$ cat config.mk
export PLATFORM = sky130hd
export DESIGN_NAME = hazard_scoreboard_flat
export DESIGN_NICKNAME = d
export VERILOG_FILES = /design/src/rtl/hazard_scoreboard_pkg.sv /design/src/rtl/hazard_scoreboard_if.sv /design/src/rtl/hazard_scoreboard_match.sv /design/src/rtl/hazard_scoreboard.sv /design/src/flat_wrapper.sv
export SDC_FILE = /design/constraint.sdc
export NUM_CORES = 1
export LEC_CHECK = 0
export CAP_MARGIN = 20
export CELL_PAD_IN_SITES_DETAIL_PLACEMENT = 2
export CELL_PAD_IN_SITES_GLOBAL_PLACEMENT = 2
export CORE_ASPECT_RATIO = 1.4
export CORE_MARGIN = 2
export CORE_UTILIZATION = 31
export CTS_CLUSTER_SIZE = 10
export DETAILED_ROUTE_END_ITERATION = 7
export PLACE_DENSITY_LB_ADDON = 0.1
export SLEW_MARGIN = 40
export SYNTH_ARGS = -nofsm -noshare
export SYNTH_HDL_FRONTEND = slang
export SYNTH_SLANG_ARGS = --single-unit
$ cat constraint.sdc
create_clock -name CLK -period 3.95 [get_ports CLK]
set_input_delay 0.9875 -clock CLK [delete_from_list [all_inputs] [get_ports CLK]]
set_output_delay 0.9875 -clock CLK [all_outputs]
set_load 0.005 [all_outputs]
$ cat src/rtl/hazard_scoreboard_pkg.sv
// Shared types and defaults for the hazard scoreboard.
package hazard_pkg;

  localparam int unsigned NREG_DEFAULT  = 32;
  localparam int unsigned NRD_DEFAULT   = 2;
  localparam int unsigned DEPTH_DEFAULT = 3;

  // Widest register index an entry can hold (NREG up to 256); narrower
  // indices are zero-extended on entry.
  localparam int unsigned WSEL_W = 8;

  // Forward select meaning "take the register file value".
  localparam int unsigned FWD_REGFILE = 0;

  typedef struct packed {
    logic              valid;
    logic [WSEL_W-1:0] wsel;
    logic              is_load;
  } sb_entry_t;

endpackage

$ cat src/rtl/hazard_scoreboard_if.sv
// Issue-side bundle between the ID stage (master) and the scoreboard (slave).
interface hazard_scoreboard_if
  import hazard_pkg::*;
#(
  parameter int unsigned NREG  = NREG_DEFAULT,
  parameter int unsigned NRD   = NRD_DEFAULT,
  parameter int unsigned DEPTH = DEPTH_DEFAULT
) ();

  localparam int unsigned RW = $clog2(NREG);
  localparam int unsigned FW = $clog2(DEPTH);

  logic              advance;
  logic              issue_valid;
  logic [NRD*RW-1:0] issue_rs;
  logic [NRD-1:0]    issue_rd_en;
  logic              issue_wr_en;
  logic [RW-1:0]     issue_wsel;
  logic              issue_is_load;
  logic              flush;
  logic              stall;
  logic [NRD*FW-1:0] fwd_ex;
  logic [31:0]       stall_cnt;

  modport master (
    output advance, issue_valid, issue_rs, issue_rd_en, issue_wr_en,
           issue_wsel, issue_is_load, flush,
    input  stall, fwd_ex, stall_cnt
  );

  modport slave (
    input  advance, issue_valid, issue_rs, issue_rd_en, issue_wr_en,
           issue_wsel, issue_is_load, flush,
    output stall, fwd_ex, stall_cnt
  );

endinterface

$ cat src/rtl/hazard_scoreboard_match.sv
// sb_match: compares one read port against every in-flight entry and
// reports the hit vector plus the youngest hit among stages that can stall
// or forward (WB is excluded: the register file writes through).
module sb_match
  import hazard_pkg::*;
#(
  parameter  int unsigned NREG  = NREG_DEFAULT,
  parameter  int unsigned DEPTH = DEPTH_DEFAULT,
  localparam int unsigned RW    = $clog2(NREG),
  localparam int unsigned FW    = $clog2(DEPTH)
) (
  input  logic                  rd_en,
  input  logic [RW-1:0]         rs,
  input  sb_entry_t [DEPTH-1:0] entries,
  output logic [DEPTH-1:0]      hit,
  output logic                  found,
  output logic [FW-1:0]         youngest
);

  // Per-stage match; register 0 never matches.
  always_comb begin
    hit = '0;
    for (int unsigned k = 0; k < DEPTH; k++) begin
      hit[k] = rd_en && entries[k].valid &&
               (entries[k].wsel == WSEL_W'(rs)) && (rs != '0);
    end
  end

  // Lowest matching stage below WB.
  always_comb begin
    found    = 1'b0;
    youngest = '0;
    for (int unsigned k = 0; k < DEPTH - 1; k++) begin
      if (hit[k] && !found) begin
        found    = 1'b1;
        youngest = FW'(k);
      end
    end
  end

endmodule

$ cat src/rtl/hazard_scoreboard.sv
// Hazard scoreboard: tracks in-flight destination registers from EX to WB,
// raises stall on unresolvable RAW hazards and produces registered forward
// selects for the instruction entering EX.
// Optional feature macro: HAZARD_FORWARDING_EN (load-use stalls only, with
// forwarding); undefined means stall on any RAW hazard, no forwarding.
module hazard_scoreboard
  import hazard_pkg::*;
#(
  parameter int unsigned NREG  = NREG_DEFAULT,
  parameter int unsigned NRD   = NRD_DEFAULT,
  parameter int unsigned DEPTH = DEPTH_DEFAULT
) (
  input logic                CLK,
  input logic                RST,
  hazard_scoreboard_if.slave bus
);

  localparam int unsigned RW = $clog2(NREG);
  localparam int unsigned FW = $clog2(DEPTH);

  sb_entry_t [DEPTH-1:0]       pipe_q;
  sb_entry_t                   issue_entry;
  logic [NRD-1:0][DEPTH-1:0]   hit;
  logic [NRD-1:0]              found;
  logic [NRD-1:0][FW-1:0]      youngest;
  logic                        hazard;
  logic                        stall_w;
  logic                        insert;
  logic [31:0]                 cnt_q;

  for (genvar p = 0; p < NRD; p++) begin : g_port
    sb_match #(.NREG(NREG), .DEPTH(DEPTH)) u_match (
      .rd_en    (bus.issue_rd_en[p]),
      .rs       (bus.issue_rs[p*RW +: RW]),
      .entries  (pipe_q),
      .hit      (hit[p]),
      .found    (found[p]),
      .youngest (youngest[p])
    );
  end

  // Hazard rule: load-use only when forwarding, any live producer otherwise.
  always_comb begin
    hazard = 1'b0;
    for (int unsigned p = 0; p < NRD; p++) begin
`ifdef HAZARD_FORWARDING_EN
      if (found[p] && (youngest[p] == '0) && pipe_q[0].is_load) hazard = 1'b1;
`else
      if (found[p]) hazard = 1'b1;
`endif
    end
  end

  assign stall_w   = bus.issue_valid && !bus.flush && hazard;
  assign insert    = bus.issue_valid && !stall_w && !bus.flush;
  assign bus.stall = stall_w;

  // Entry presented by ID; only a writing instruction occupies a live slot.
  always_comb begin
    issue_entry         = '0;
    issue_entry.valid   = bus.issue_wr_en;
    issue_entry.wsel    = WSEL_W'(bus.issue_wsel);
    issue_entry.is_load = bus.issue_is_load;
  end

  // In-flight pipe: shift on advance, bubble into EX unless an instruction issues.
  always_ff @(posedge CLK) begin
    if (RST) begin
      pipe_q <= '0;
    end else if (bus.advance) begin
      for (int unsigned k = 1; k < DEPTH; k++) pipe_q[k] <= pipe_q[k-1];
      pipe_q[0] <= insert ? issue_entry : '0;
    end
  end

`ifdef HAZARD_FORWARDING_EN
  logic [NRD*FW-1:0] fwd_q;
  logic              unused_hit;

  // Forward select k+1 points at the latch after stage k; 0 is the register file.
  always_ff @(posedge CLK) begin
    if (RST) begin
      fwd_q <= '0;
    end else if (bus.advance) begin
      for (int unsigned p = 0; p < NRD; p++) begin
        fwd_q[p*FW +: FW] <= (insert && found[p]) ? youngest[p] + FW'(1)
                                                  : FW'(FWD_REGFILE);
      end
    end
  end

  assign bus.fwd_ex = fwd_q;
  assign unused_hit = ^hit;
`else
  logic unused_match;

  assign bus.fwd_ex   = '0;
  assign unused_match = ^{hit, youngest};
`endif

  // Saturating count of cycles where the pipe advanced while stalled.
  always_ff @(posedge CLK) begin
    if (RST) begin
      cnt_q <= '0;
    end else if (bus.advance && stall_w && (cnt_q != '1)) begin
      cnt_q <= cnt_q + 32'd1;
    end
  end

  assign bus.stall_cnt = cnt_q;

endmodule
$ cat src/flat_wrapper.sv
// flat-port wrapper written by rule: the top's interface ports become plain ports
module hazard_scoreboard_flat import hazard_pkg::*;
#(
  parameter int unsigned NREG  = NREG_DEFAULT,
  parameter int unsigned NRD   = NRD_DEFAULT,
  parameter int unsigned DEPTH = DEPTH_DEFAULT
)
  (CLK, RST, bus_advance, bus_issue_valid, bus_issue_rs, bus_issue_rd_en, bus_issue_wr_en, bus_issue_wsel, bus_issue_is_load, bus_flush, bus_stall, bus_fwd_ex, bus_stall_cnt);
  hazard_scoreboard_if #(.NREG(NREG), .NRD(NRD), .DEPTH(DEPTH)) bus_i ();
  input logic CLK;
  input logic RST;
  input wire logic [$bits(bus_i.advance)-1:0] bus_advance;
  input wire logic [$bits(bus_i.issue_valid)-1:0] bus_issue_valid;
  input wire logic [$bits(bus_i.issue_rs)-1:0] bus_issue_rs;
  input wire logic [$bits(bus_i.issue_rd_en)-1:0] bus_issue_rd_en;
  input wire logic [$bits(bus_i.issue_wr_en)-1:0] bus_issue_wr_en;
  input wire logic [$bits(bus_i.issue_wsel)-1:0] bus_issue_wsel;
  input wire logic [$bits(bus_i.issue_is_load)-1:0] bus_issue_is_load;
  input wire logic [$bits(bus_i.flush)-1:0] bus_flush;
  output wire logic [$bits(bus_i.stall)-1:0] bus_stall;
  output wire logic [$bits(bus_i.fwd_ex)-1:0] bus_fwd_ex;
  output wire logic [$bits(bus_i.stall_cnt)-1:0] bus_stall_cnt;
  assign bus_i.advance = bus_advance;
  assign bus_i.issue_valid = bus_issue_valid;
  assign bus_i.issue_rs = bus_issue_rs;
  assign bus_i.issue_rd_en = bus_issue_rd_en;
  assign bus_i.issue_wr_en = bus_issue_wr_en;
  assign bus_i.issue_wsel = bus_issue_wsel;
  assign bus_i.issue_is_load = bus_issue_is_load;
  assign bus_i.flush = bus_flush;
  assign bus_stall = bus_i.stall;
  assign bus_fwd_ex = bus_i.fwd_ex;
  assign bus_stall_cnt = bus_i.stall_cnt;
  hazard_scoreboard #(.NREG(NREG), .NRD(NRD), .DEPTH(DEPTH)) u_core (.CLK(CLK), .RST(RST), .bus(bus_i));
endmodule
==> impl_metrics.csv <==
group,metric,value,unit
floorplan,die_w,80.1,um
cts,clock-sinks,44,
global_route,grt.overflow.total,0,
setup_path,r2r_slack,1.28,ns
timing,max_freq,266,MHz
floorplan,num_rows,38,
placed_design,placement.io_buffers,55,
cts,cts-buffers-inserted,5,
cells_and_area,fin_util,43.1,%
routing,vias_per_cell,5.46,
routing,drt_pre_antenna_iters,4,
routing,initialDrtViolationCount,89,
timing,setup_viol,0,
cts,root_buffer,"clkbuf_8",
global_route,first_global_vias,2722,
synth,ys_ff_latch,44,
setup_path,r2r-start,"u_core.pipe_q[3]",
setup_path,cp-end-kind,"primary output",
setup_path,worstSetupStartpointType,"input pin",
synth,synth_cells,296,
cells_and_area,finalNetCount,381,
timing,min_period,3.76,ns
routing,antenna_left,0,
status,outcome,"completed",
timing,fin_worst_skew,0.00550,ns
routing,vias,2497,
synth,yosysUniqueCellTypes,42,
synth,synth_top_area_share,35.1,%
cts,cts-hold-fix-buffers,0,
run,maxCapViolations,0,
floorplan,dieArea,0.00885,sq mm
cells_and_area,layout_commonest_cell,"clkdlybuf4s50_1",
placed_design,gp_congestion,0.774,
cts,clk-insertion-delay-late,0.30,ns
cts,cts_buffer_depth,2,
setup_path,setup.worst_path.class,"input pin to primary output",
timing,rsz0062_at_grt,"no",
worst_hold_path,min_path_type,"flip-flop to flip-flop",
setup_path,r2r_end,"u_core.bus.stall_cnt[13]",
setup_path,r2r_cells,9,
cts,path_clk_slew,0.08,ns
setup_path,critPathArrivalTime,2.77,ns
timing,tightest_slew,0.610,ns
placed_design,dp_hpwl,6.06,mm
synth,ys_seq_area_share,35.1,%
setup_path,crit_end,"bus_stall",
setup_path,cp.required,2.96,ns
synth,synth-warning-count,0,
timing,slew_violations,0,
setup_path,crit_start,"bus_issue_rs[1]",
timing,fin_ws,0.188,ns
synth,synth-edff-count,0,
placed_design,pre_cts_slack,-0.212,ns
routing,post_drt_wl_per_cell,17.9,um
synth,yosys-top-cells-area,"dfxtp_1 35%, xor2_1 5.6%, mux2_2 5.4%",
cts,tritoncts,"yes",
power,p_leak,1.14,nW
global_route,grt_max_degree,47,
cts,cts_max_level,2,
routing,routed_wirelength,8.18,mm
power,p_per_area,269,mW/mm^2
power,ir_worst_vdd,0.153,mV
timing,hold_viol,0,
floorplan,core_area,0.00780,sq mm
synth,synth_area_per_cell,8.49,sq um
timing,relSlewSlack,59.2,%
cells_and_area,layout_common_cells,"49 x clkdlybuf4s50_1, 44 x dfxtp_1, 32 x nor2_1",
cells_and_area,area_growth,33.9,%
timing,period_share,95.2,%
cells_and_area,drive_above_1_share,12.9,%
floorplan,design.portCount,61,
floorplan,die_h,111,um
synth,syn_area,0.00251,sq mm
floorplan,initial_core_util,32.2,%
setup_path,worst-path-max-fanout,2,
cells_and_area,diodes,0,
synth,yosys_most_used_dff,"dfxtp_1",
synth,ys_async_sr_fraction,0,%
global_route,gr-usage-all-layers,19.4,%
global_route,grt_pass1_wl,13.7,mm
global_route,antenna_found_initial,0,
routing,post-route-drc-count,0,
synth,yosys.area.top_type,"dfxtp_1",
kinds of logic after synthesis:
group,synth area share (%)
adder cells (fa/ha/maj),0.498
AND/OR/NAND/NOR,31.7
XOR/XNOR,6.97
AO/OA/AOI/OAI,13.0
flip-flops,35.1
other,0.149
multiplexers,8.22
buffers and inverters,4.38
worst max-delay path, stage by stage:
cell and delay, ns:
clkdlybuf4s50_1 0.43, or4_1 0.51, o21ai_0 0.30, o22a_1 0.23, nor3b_1 0.05, dlygate4sd2_1 0.26
layer usage:
layer	vias to the layer above	share of wire [%]	track usage [%]	wire length, um
met5	-	0	0	0
met4	0	0.72	4.41	59
met3	5	2.9	3.19	236
met2	35	56	37.4	4590
met1	1247	40	21.2	3290
li1	1210	-	-	-
metrics by stage:
step / setup TNS [ns] / cell area [sq um] / hold WS, ns / cells / power, mW
after floorplan: 0 / 2520 / 0.474 / 299 / 0.492
after global placement: -0.172 / 3210 / 0.488 / 447 / 0.529
after detailed placement: -0.212 / 3210 / 0.501 / 447 / 0.531
after CTS: 0 / 3360 / 0.516 / 457 / 0.919
after global routing: 0 / 3360 / 0.549 / 457 / 0.949
final: 0 / 3360 / 0.512 / 457 / 0.904
synthesized netlist by cell type (all sizes together) (2+ instances only):
library cell	n
a21oi	18
o21ai	8
nand4	11
nor3b	7
nand3	13
a32oi	8
nand2	12
and4	3
or4	16
nor4	10
o31ai	12
and2	3
nor2	32
xor2	16
and3	2
buf	13
xnor2	4
nor2b	12
inv	2
clkbuf	8
mux2i	6
or3	8
dfxtp	44
nor3	5
mux2	13
final cells by class:
class                   count  area, sq um
repair buffers             71          674
multi-input cells         232         1550
flip-flops and latches     44          881
fillers                   892         4430
well taps                 100          125
inverters                   2         7.51
clock inverters             1         30.0
clock buffers               7         96.3
report_power, final:
| part | internal (mW) | switching (mW) | leakage, nW | total [mW] |
|---|---|---|---|---|
| logic | 0.0357 | 0.0359 | 0.723 | 0.0716 |
| registers | 0.445 | 0.00313 | 0.355 | 0.448 |
| clock network | 0.223 | 0.160 | 0.0645 | 0.384 |
worst min path at each step:
| stage | start | end | cells past startpoint |
|---|---|---|---|
| after CTS | u_core.bus.stall_cnt[24] | u_core.bus.stall_cnt[24] | 2 |
| after detailed placement | u_core.bus.stall_cnt[24] | u_core.bus.stall_cnt[24] | 2 |
| after floorplan | u_core.pipe_q[19] | u_core.pipe_q[19] | 2 |
| after global placement | u_core.bus.stall_cnt[30] | u_core.bus.stall_cnt[30] | 2 |
| after global routing | u_core.bus.stall_cnt[16] | u_core.bus.stall_cnt[16] | 2 |
| final | u_core.bus.stall_cnt[24] | u_core.bus.stall_cnt[24] | 2 |
flip-flops by register name (all words and copies together) (netlist names):
register and cells:
u_core.pipe_q 12, u_core.bus.stall_cnt 32
timing repair:
action / in CTS / in global routing
setup buffers: 2 / 0
setup endpoints to repair: 1 / 0
resized for setup: 8 / 0
(Power assumes the default switching activity.)
